## config.mk

```make
export PLATFORM = sky130hd
export DESIGN_NAME = rom_chunked_magnitude_adder
export DESIGN_NICKNAME = d
export VERILOG_FILES = /design/src/rtl/rom_chunked_magnitude_adder.sv
export SDC_FILE = /design/constraint.sdc
export NUM_CORES = 1
export LEC_CHECK = 0
export ABC_AREA = 1
export BUFFER_PORTS_ARGS = -buffer_cell sky130_fd_sc_hd__buf_4
export CORE_UTILIZATION = 58
export DETAILED_ROUTE_END_ITERATION = 16
export PLACE_DENSITY = 0.81
export SLEW_MARGIN = 20
export SYNTH_ARGS = -nofsm -noshare
export SYNTH_HDL_FRONTEND = slang
export SYNTH_SLANG_ARGS = --single-unit
```

## constraint.sdc

```tcl
create_clock -name clk -period 3.85 [get_ports clk]
set_clock_uncertainty 0.2 [all_clocks]
set_input_delay 0.77 -clock clk [delete_from_list [all_inputs] [get_ports clk]]
set_output_delay 0.77 -clock clk [all_outputs]
set_load 0.01 [all_outputs]
```

## src/rtl/rom_chunked_magnitude_adder.sv

```systemverilog
// Multi-cycle chunked adder using a {cin,a,b}->{cout,sum} lookup ROM.
// Optional subtract mode via ADDER_SUBTRACT_EN (adds op port).
module rom_chunked_magnitude_adder #(
  parameter int WIDTH = 16,
  parameter int CHUNK = 4
) (
  input  logic           clk,
  input  logic           rst,
  input  logic           in_valid,
  output logic           in_ready,
  input  logic [WIDTH-1:0] a,
  input  logic [WIDTH-1:0] b,
`ifdef ADDER_SUBTRACT_EN
  input  logic           op,
`endif
  output logic           out_valid,
  input  logic           out_ready,
  output logic [WIDTH:0] sum
);

  localparam int NCHUNK = WIDTH / CHUNK;
  localparam int KW     = (NCHUNK > 1) ? $clog2(NCHUNK) : 1;
  localparam int AW     = 2 * CHUNK + 1;
  localparam int DEPTH  = 1 << AW;
  localparam logic [KW-1:0] KLAST = KW'(NCHUNK - 1);

  if ((WIDTH % CHUNK) != 0) begin : g_bad_width
    $error("WIDTH must be a multiple of CHUNK");
  end
  if (CHUNK < 1 || CHUNK > 6) begin : g_bad_chunk
    $error("CHUNK must be in 1..6");
  end

  typedef enum logic [1:0] {
    IDLE,
    CALC,
    DONE
  } state_t;

  state_t           state_q, state_d;
  logic [KW-1:0]    k_q, k_d;
  logic             carry_q, carry_d;
  logic [WIDTH-1:0] a_q, a_d;
  logic [WIDTH-1:0] b_q, b_d;
  logic             op_q, op_d;
  logic [WIDTH:0]   sum_q, sum_d;

  // Constant contents per address, so this maps to a pure LUT.
  logic [CHUNK:0] rom [DEPTH];
  for (genvar i = 0; i < DEPTH; i++) begin : g_rom
    localparam logic [AW-1:0] ADR = AW'(i);
    assign rom[i] = (CHUNK+1)'(ADR[AW-2:CHUNK])
                  + (CHUNK+1)'(ADR[CHUNK-1:0])
                  + (CHUNK+1)'(ADR[AW-1]);
  end

  logic [CHUNK-1:0] a_sl;
  logic [CHUNK-1:0] b_sl;
  logic [CHUNK:0]   rom_out;

  assign a_sl    = a_q[k_q*CHUNK +: CHUNK];
  assign b_sl    = b_q[k_q*CHUNK +: CHUNK] ^ {CHUNK{op_q}};
  assign rom_out = rom[{carry_q, a_sl, b_sl}];

  logic op_in;
`ifdef ADDER_SUBTRACT_EN
  assign op_in = op;
`else
  assign op_in = 1'b0;
`endif

  always_ff @(posedge clk) begin
    if (rst) begin
      state_q <= IDLE;
      k_q     <= '0;
      carry_q <= 1'b0;
      a_q     <= '0;
      b_q     <= '0;
      op_q    <= 1'b0;
      sum_q   <= '0;
    end else begin
      state_q <= state_d;
      k_q     <= k_d;
      carry_q <= carry_d;
      a_q     <= a_d;
      b_q     <= b_d;
      op_q    <= op_d;
      sum_q   <= sum_d;
    end
  end

  always_comb begin
    state_d = state_q;
    k_d     = k_q;
    carry_d = carry_q;
    a_d     = a_q;
    b_d     = b_q;
    op_d    = op_q;
    sum_d   = sum_q;
    unique case (state_q)
      IDLE: begin
        if (in_valid) begin
          a_d     = a;
          b_d     = b;
          op_d    = op_in;
          carry_d = op_in;
          k_d     = '0;
          sum_d   = '0;
          state_d = CALC;
        end
      end
      CALC: begin
        sum_d[k_q*CHUNK +: CHUNK] = rom_out[CHUNK-1:0];
        carry_d = rom_out[CHUNK];
        k_d     = k_q + 1'b1;
        if (k_q == KLAST) begin
          sum_d[WIDTH] = rom_out[CHUNK];
          k_d          = '0;
          state_d      = DONE;
        end
      end
      DONE: begin
        if (out_ready) state_d = IDLE;
      end
      default: state_d = IDLE;
    endcase
  end

  assign in_ready  = (state_q == IDLE) && !rst;
  assign out_valid = (state_q == DONE);
  assign sum       = sum_q;

endmodule

```

## Word level (Yosys, flattened, before mapping)

Memory sizes are Yosys's and may differ from the RTL's.
Cells that the tools add are included.

- Input bits: 36
- Memories kept: 1
- Logic and storage cells: 43
- Bits in read-only memories: 2560
- Flip-flop bits (word level): 54
- Output and inout port bits: 19

- Shifts and indexed selects: 4
- Add/subtract/negate cells: 2
- Equality and inequality tests: 6
- Magnitude comparators: 1
- Reduce and logical (&&, ||, !) cells: 7
- Multiplexer cells: 15
- Bitwise logic cells: 1

Memory list:

| name | depth | width | read ports | clocked after memory_dff | wr ports | line | text |
|---|---|---|---|---|---|---|---|
| (no name shown) | 512 | 5 | 1 | 0 | 0 | 63 | `assign rom_out = rom[{carry_q, a_sl, b_sl}];` |

Operators by type and width:

| kind | count |
|---|---|
| $neg 4->34 | 1 |
| $pmux 17 s2 | 1 |
| $shift 4x34->17 const A | 1 |
| $shiftx 4x34->17 | 1 |
| $shiftx 16x5->4 | 2 |
| $bwmux 17 | 1 |
| $mux 17 | 1 |
| $ge 10x10->1 const B | 1 |
| $mux 2 | 5 |
| $mux 5 | 2 |
| $not 9->10 | 1 |
| $pmux 2 s3 | 1 |
| $eq 2x2->1 const B | 2 |
| $ne 2x2->1 const B | 2 |
| $pmux 2 s2 | 1 |
| $reduce_and 2->1 | 2 |
| $reduce_and 3->1 | 1 |
| $add 2x1->2 const B | 1 |
| $eq 2x1->1 const B | 1 |
| $logic_not 2->1 | 1 |
| $mux 1 | 2 |
| $ne 2x1->1 const B | 1 |
| $pmux 1 s2 | 1 |
| $reduce_bool 2->1 | 1 |
| 2 further kinds | 2 |

## Logic depth before layout (Yosys ltp)

Gate-level depths: netlist of run 1.

- Depth after elaboration: 9
- Mapped depth: 22
- Depth with buffers taken out: 21

## Worst setup path before layout of run 1

OpenSTA, ideal clock, no wires.

- Path kind: reg2reg
- From: register k_q[0]
- To: register sum_q[7] (netlist: sum[7])
- Data required time: 3.580 ns
- Path buffers: 3
- Period minus slack after synthesis: 2.731 ns
- Setup time: 0.070 ns
- Data arrival time: 2.461 ns
- Stages on the path, launching flop included: 21
- Setup slack: 1.119 ns
- Cells stage by stage: dfxtp_1 buf_4 buf_6 buf_2 a21oi_1 a32oi_1 inv_1 ha_1 inv_1 nand3_1 nand2_1 nand2_1 nand2_1 nand3_1 nand3_1 nand2_1 nand2_1 nand2_2 nor2_4 nand3_1 a21oi_1

- Longest elaborated chain between the ends: 8
- Elaborated cells on any way between the ends: 11
- Classes of those cells: add/sub: 1; shift: 4; mux: 4; bitwise: 1; memory: 1

RTL lines:

| item | line | text |
|---|---|---|
| start, declared | 41 | `logic [KW-1:0] k_q, k_d;` |
| start signal, assigned | 83 | `k_q <= k_d;` |
| $shiftx 16x5->4 (on tied branches) | 62, 61 |  |
| $not 9->10 (not written as such) | 63 |  |
| $mem_v2 512x5 | n/a |  |
| $mux 5 (not written as such) (2 in series) | 63 |  |
| $shiftx 4x34->17 | 113 | `sum_d[k_q*CHUNK +: CHUNK] = rom_out[CHUNK-1:0];` |
| $bwmux 17 * | 113 |  |
| $pmux 17 s2 * | 100 | `unique case (state_q)` |
| end signal, assigned | 88 | `sum_q <= sum_d;` |
| end, declared | 46 | `logic [WIDTH:0] sum_q, sum_d;` |

Every way passes the cells marked *; elsewhere a longest branch is shown, timed or not. The select of a mux whose other input is x is not followed.
A chain may end at the register's enable or synchronous reset.

## Worst setup path after layout of run 1

Ends and elaborated chain as after synthesis.

==> results of run 1 <==
cells by family after synthesis:
kind of cell             share of synthesized area, %
AND/OR/NAND/NOR                                  39.0
adder cells (fa/ha/maj)                          4.77
XOR/XNOR                                        0.477
flip-flops                                       29.5
buffers and inverters                            10.1
AO/OA/AOI/OAI                                    16.2
power groups by stage:
| stage | Sequential [uW] | Combinational (uW) | Clock (uW) |
|---|---|---|---|
| 6_report | 616 | 590 | 391 |
| 5_1_grt | 620 | 661 | 413 |
| 4_1_cts | 615 | 576 | 390 |
| 3_5_place_dp | 628 | 574 | 0 |
| 3_3_place_gp | 627 | 571 | 0 |
| 2_1_floorplan | 625 | 446 | 0 |
placed cells by master (no fill, tap or decap), types with 2 or more instances in the layout:
master     count
clkbuf_8       5
nand3_2        6
inv_1         44
nand4_1        2
nor2_4         3
ha_1          14
nand2_4        2
buf_4         58
nand3_1       53
o2111ai_1      3
o211ai_1       3
o21ai_1        2
nor3_1         4
nor2_1        74
o21ai_0       47
dfxtp_1       54
a21oi_1       42
o22ai_1        6
nand2_2        9
inv_2          5
a31oi_1        2
nand2_1      176
nand3b_1       2
worst max-delay path, stage by stage (launching register included):
cell and delay, ps:
dfxtp_1 360, buf_4 310, nand2_1 90, a32oi_1 430, inv_1 140, ha_1 240
nand2_1 190, nand2_1 120, nand3_1 100, nand2_1 60, nand2_1 120, nand2_1 60
nand2_1 50, nand2_1 50, nand2_1 80, nand2_2 70, nor2_4 100, nand3_1 80
a21oi_1 140
routing by layer:
layer | vias to the layer above | share of wire, % | track usage [%]
met5 | - | 0 | 0
met4 | 0 | 2.4 | 12.9
met3 | 24 | 8.5 | 4.44
met2 | 225 | 45 | 50.1
met1 | 1757 | 44 | 44.9
li1 | 1991 | - | -
how the worst max path moves through the flow:
stage / slack [ps] / cells after the start / start / end
CTS: 840 / 18 / k_q[0] / sum[7]
global route: 580 / 20 / k_q[0] / sum[7]
floorplan: 1120 / 20 / k_q[0] / sum[7]
finish: 780 / 18 / k_q[0] / sum[7]
global placement: 1030 / 18 / k_q[0] / sum[7]
detailed placement: 890 / 18 / k_q[0] / sum[15]
registers in the layout (all words and copies together), names as in the netlist:
| register | cells |
|---|---|
| a_q | 16 |
| b_q | 16 |
| carry_q | 1 |
| k_q | 2 |
| state_q | 2 |
| sum | 17 |
cell type report:
class | instances | area (sq um)
clock buffer | 5 | 68.8
sequential | 54 | 1080
tap | 75 | 93.8
fill | 542 | 1900
clock inverter | 3 | 43.8
inverter | 50 | 188
timing repair buffer | 58 | 435
multi-input combinational | 458 | 2220
metrics by stage:
step	cells	area [sq um]	total power (uW)	hold WS (ps)
3_3_place_gp	695	4020	1200	249
5_1_grt	703	4130	1690	299
6_report	703	4130	1600	270
3_5_place_dp	695	4020	1200	258
2_1_floorplan	589	3670	1070	224
4_1_cts	703	4130	1580	273
==> results by group, run 1 <==
Outcome
  • Status: complete, no violations

Routing
  • Drt via density: 5.69
  • Via count: 3997
  • Drt wl/cell: 14.3 um
  • Drt total wl: 10000 um
  • Drc violations: 0
  • Final ANT Viol Nets: 0
  • Pre-Repair DR Iteration Count: 7
  • Initial DRC count: 269

Global routing
  • Initial antenna violation count: 0
  • Largest net degree at the start of global routing: 45
  • GR Overflow Total: 0
  • Number of global-route vias before repair: 3530
  • GRT Total Usage: 32.3%
  • First-pass GRT wire length: 16600 um

Power and ir drop
  • Switching power: 610 uW
  • Gate power share: 36.9%
  • Peak VDD IR: 204 uV
  • Internal: 986 uW
  • Clk pwr share: 24.5%
  • Leak: 0.00198 uW
  • Switching share of power: 38.2%
  • PwrDens: 387 nW/um^2
  • Sequential Power Share: 38.6%

Timing
  • Fmax: 0.326 GHz
  • Final Cycle Share: 79.7%
  • Slew HR: 50.2%
  • Setup_tns: 0 ps
  • Worst Tran Pin Value: 747 ps
  • Final Slew Violations: 0
  • RSZ-0062 raised after global routing: no
  • Tmin final: 3070 ps
  • Setup WS post-layout: 783 ps
  • Final hold violations: 0
  • Final setup viols: 0

Floorplanning
  • Die Wd: 81.5 um
  • Die Height: 81.5 um
  • Die Footprint: 6650 sq um
  • FP Rows: 28
  • Starting density of the core: 60.9%
  • Core area: 6030 sq um
  • IO Count: 55

Yosys
  • Area leader, netlist: dfxtp_1
  • Synth cell count leaders: 176 x nand2_1, 74 x nor2_1, 54 x dfxtp_1
  • Post-Syn Area: 3670 sq um
  • Syn_nets: 639
  • Avg Inst Size Synth: 6.23 sq um
  • Synth top area cells: dfxtp_1 29%, nand2_1 18%, nor2_1 7.6%
  • Synth Flop Type: dfxtp_1
  • Async SR Flop Fraction: 0%
  • EDFF count, synth: 0
  • Syn Inst Count: 589
  • Top-area cell type share of the netlist area: 29.5%
  • YS warnings: 0
  • Register bit total from synthesis: 54
  • Sequential fraction of the synthesis area: 29.5%
  • Cell with the most instances after synthesis: nand2_1
  • Distinct cells, synth: 34

Layout
  • Area Overhead vs Synth: 12.5%
  • Nets: 677
  • Final core utilization: 68.5%
  • Diode count: 0
  • Share of layout cells above drive strength 1: 14.5%

Clock tree
  • CTS Buf Count: 5
  • Worst-skew pair later-pin latency: 310 ps
  • Register clock-pin slew on the reported worst setup and hold paths: 100 ps
  • Root Buffer: clkbuf_8
  • Clock Tree Buf Depth: 2
  • PostCTS Resize Cnt: 0
  • Clock Sinks: 54
  • # hold bufs at CTS: 0
  • Post-CTS Setup Bufs: 0
  • CTS tree: built
  • H-tree levels: 2

Run
  • Max Cap Viol: 0

Place
  • Port Buffers: 54
  • Detailed Place HPWL: 7490 um
  • Routability cong.: 0.968
  • Post-place setup slack: 895 ps

Setup path
  • Worst EP required: 3900 ps
  • Worst-path maximum fanout: 30
  • Setup CP Type: flop to flop
  • Endpoint class of the critical path: flop
  • Setup slack, reg-to-reg: 780 ps
  • Critical Path Start Type: flop
  • FF-to-FF Start: k_q[0]
  • R2R Path End: sum[7]
  • Critical path arrival: 3120 ps
  • R2R depth: 18

Min path
  • Hold depth: 2
  • Hold_sp: sum[2]
  • Worst hold endpoint: sum[2]
  • HP Class: flop to flop
Note: power is estimated with default switching activity, not from simulation.
==> run 2, diff against run 1 <==
CORE_UTILIZATION = 52   (was 58)
PLACE_DENSITY = 0.77   (was 0.81)
clock period = 2.55 ns   (was 3.85 ns; I/O delays follow)
==> run 2 against run 1 <==
Register-to-register slack got worse by 1000 ps; clock power increased by 49%; sequential cell count unchanged; critical path type unchanged; worst hold slack got worse by 31 ps; cell count increased by 13%; non-clock buffer count increased by 68; the run now ends with negative setup slack left; clock-buffer cell count increased by 1; sequential power increased by 53%; first-iteration DRC count increased by 65%; setup slack got worse by 1000 ps.
==> results by group, run 2 (same netlist as run 1, synthesis figures left out) <==
Clock tree
  • Worst-skew pair later-pin latency: 310 ps (about the same)
  • # hold bufs at CTS: 0 (unchanged)
  • CTS Buf Count: 5 (unchanged)
  • Clock Sinks: 54 (unchanged)
  • H-tree levels: 2 (unchanged)
  • CTS tree: built (unchanged)
  • Clock Tree Buf Depth: 2 (unchanged)
  • Register clock-pin slew on the reported worst setup and hold paths: 100 ps (about the same)
  • Root Buffer: clkbuf_8 (unchanged)

Setup path
  • Crit-path cells: buf_8, clkinv_8, nand2_4, a32oi_4, inv_2, ha_4, nand2_2, buf_4, o21ai_2, inv_2, nor2_1, o21ai_1, nand3_1, nand2_2, nand3_1, a21oi_1 (was buf_4, nand2_1, a32oi_1, inv_1, ha_1, nand2_1, nand2_1, nand3_1, nand2_1, nand2_1, nand2_1, nand2_1, nand2_1, nand2_1, nand2_2, nor2_4, nand3_1, a21oi_1)
  • Worst-path maximum fanout: 6 (was 30)
  • Worst EP required: 2600 ps (was 3900 ps)
  • Critical Path Start Type: flop (unchanged)
  • Endpoint class of the critical path: flop (unchanged)
  • R2R depth: 16 (was 18)
  • Max stage delay cell, worst path: dfxtp_4 (was a32oi_1)
  • Setup CP Type: flop to flop (unchanged)
  • Critical path arrival: 2840 ps (was 3120 ps)
  • CP max stage delay: 370 ps (was 430 ps)

Layout
  • Commonest non-fill, non-tap cell in the layout: nand2_1 (unchanged)
  • Most frequent cells in the layout: 143 x nand2_1, 111 x buf_4, 69 x nor2_1 (was 176 x nand2_1, 74 x nor2_1, 58 x buf_4)
  • Nets: 746 (was 677)
  • Final Cell Area: 5320 sq um (was 4130 sq um)
  • Area Overhead vs Synth: 45.0% (was 12.5%)
  • Diode count: 0 (unchanged)
  • Share of layout cells above drive strength 1: 37.2% (was 14.5%)
  • Max FFs per register: 17 (unchanged)

Power and ir drop
  • Switching power: 1170 uW (was 610 uW)
  • Gate power share: 48.0% (was 36.9%)
  • Post-layout total power: 2930 uW (was 1600 uW)
  • Peak VDD IR: 350 uV (was 204 uV)
  • Internal: 1760 uW (was 986 uW)
  • Sequential Power Share: 32.2% (was 38.6%)
  • PwrDens: 550 nW/um^2 (was 387 nW/um^2)
  • Switching share of power: 39.8% (was 38.2%)
  • Clk pwr share: 19.8% (was 24.5%)
  • Leak: 0.00245 uW (was 0.00198 uW)

Routing
  • Final ANT Viol Nets: 0 (unchanged)
  • Drt wl/cell: 17.5 um (was 14.3 um)
  • Drc violations: 0 (unchanged)
  • Pre-Repair DR Iteration Count: 7 (unchanged)
  • Initial DRC count: 443 (was 269)
  • Drt total wl: 13900 um (was 10000 um)
  • Via count: 4651 (was 3997)
  • Drt via density: 5.87 (was 5.69)

Min path
  • Hold depth: 3 (was 2)
  • HP Class: primary input to flop (was flop to flop)

Place
  • Port Buffers: 54 (unchanged)
  • Detailed Place HPWL: 8290 um (was 7490 um)
  • Routability cong.: 0.918 (was 0.968)
  • Post-place setup slack: -81.3 ps (was 895 ps)
  • Placement Cell Area: 4350 sq um (was 4020 sq um)

Timing
  • Final hold violations: 0 (unchanged)
  • Final Slew Violations: 0 (unchanged)
  • Setup WS post-layout: -239 ps (was 783 ps)
  • Worst Tran Pin Value: 743 ps (was 747 ps)
  • Fmax: 0.359 GHz (was 0.326 GHz)
  • Final Cycle Share: 109% (was 79.7%)
  • Slew HR: 50.4% (was 50.2%)
  • Final setup viols: 10 (was 0)
  • RSZ-0062 raised after global routing: yes (was no)
  • Tmin final: 2790 ps (was 3070 ps)
  • Setup_tns: -1300 ps (was 0 ps)

Floorplanning
  • Die Wd: 86.0 um (was 81.5 um)
  • FP Rows: 30 (was 28)
  • Starting density of the core: 54.0% (was 60.9%)
  • Die Height: 86.0 um (was 81.5 um)
  • Core area: 6790 sq um (was 6030 sq um)
  • IO Count: 55 (unchanged)
  • Die Footprint: 7400 sq um (was 6650 sq um)

Global routing
  • First-pass GRT wire length: 18900 um (was 16600 um)
  • GR Overflow Total: 0 (unchanged)
  • Number of global-route vias before repair: 4045 (was 3530)
  • Largest net degree at the start of global routing: 44 (was 45)
  • Initial antenna violation count: 0 (unchanged)
  • GRT Total Usage: 32.4% (was 32.3%)

Outcome
  • Failing checks: negative setup slack
  • Status: finished, violations left (was complete, no violations)

Run
  • Max Cap Viol: 0 (unchanged)
run 2: cell count changes in the layout (fill, tap and decap cells not counted), moves of 13 or more:
cell / delta
buf_4: +53
nand2_1: -33
nand2_2: +18
nand2_4: +13
nand3_1: -23
nand3_2: +18
run 2: cell type report:
class,count,area [sq um]
Timing Repair inverter,1,6.26
Inverter,50,213
Timing Repair Buffer,126,1040
Fill cell,448,1470
Tap cell,96,120
Multi-Input combinational cell,458,2750
Clock inverter,2,37.5
Clock buffer,6,72.6
Sequential cell,54,1090
run 2: final timing paths:
kind / end / slack (ps) / from
setup / recovery: sum[10] / -240 / k_q[0]
hold / removal: b_q[6] / 240 / b[6]
setup reg to reg: sum[10] / -240 / k_q[0]
hold reg to reg: a_q[7] / 260 / a_q[7]
run 2: repair_timing:
item                       in CTS  in global routing
hold endpoints to repair        0                  0
setup buffers                  13                 18
cloned                          1                  1
pin swaps                      25                 43
resized for setup              44                119
setup endpoints to repair       9                 15
run 2: per-stage QoR:
step / util [%] / instances / hold WS [ps]
floorplan: - / 589 / 224
global placement: 64.1 / 753 / 247
detailed placement: 64.1 / 753 / 246
CTS: 69.6 / 775 / 244
global route: 78.3 / 793 / 255
finish: 78.3 / 793 / 239
run 2: routing by layer:
layer | vias up | GRT usage, % | part of all wire (%)
met1 | 2114 | 39.1 | 37
met5 | - | 0 | 0
met2 | 307 | 56.3 | 49
met3 | 100 | 4.04 | 7.5
met4 | 0 | 16.7 | 6.0
li1 | 2130 | - | -
run 2: worst max-delay path: cells and delay by family, from the launching register on:
| family | cells | cell delay, ps |
|---|---|---|
| adder cells (fa/ha/maj) | 1 | 190 |
| flip-flops | 1 | 370 |
| buffers and inverters | 5 | 520 |
| AND/OR/NAND/NOR | 6 | 640 |
| AO/OA/AOI/OAI | 4 | 810 |
run 2: power groups by stage:
stage	registers, uW	clock network [uW]	logic, uW
after floorplan	944	0	677
after global placement	947	0	982
after detailed placement	950	0	988
after CTS	930	581	1090
after global routing	947	612	1500
final	941	581	1400
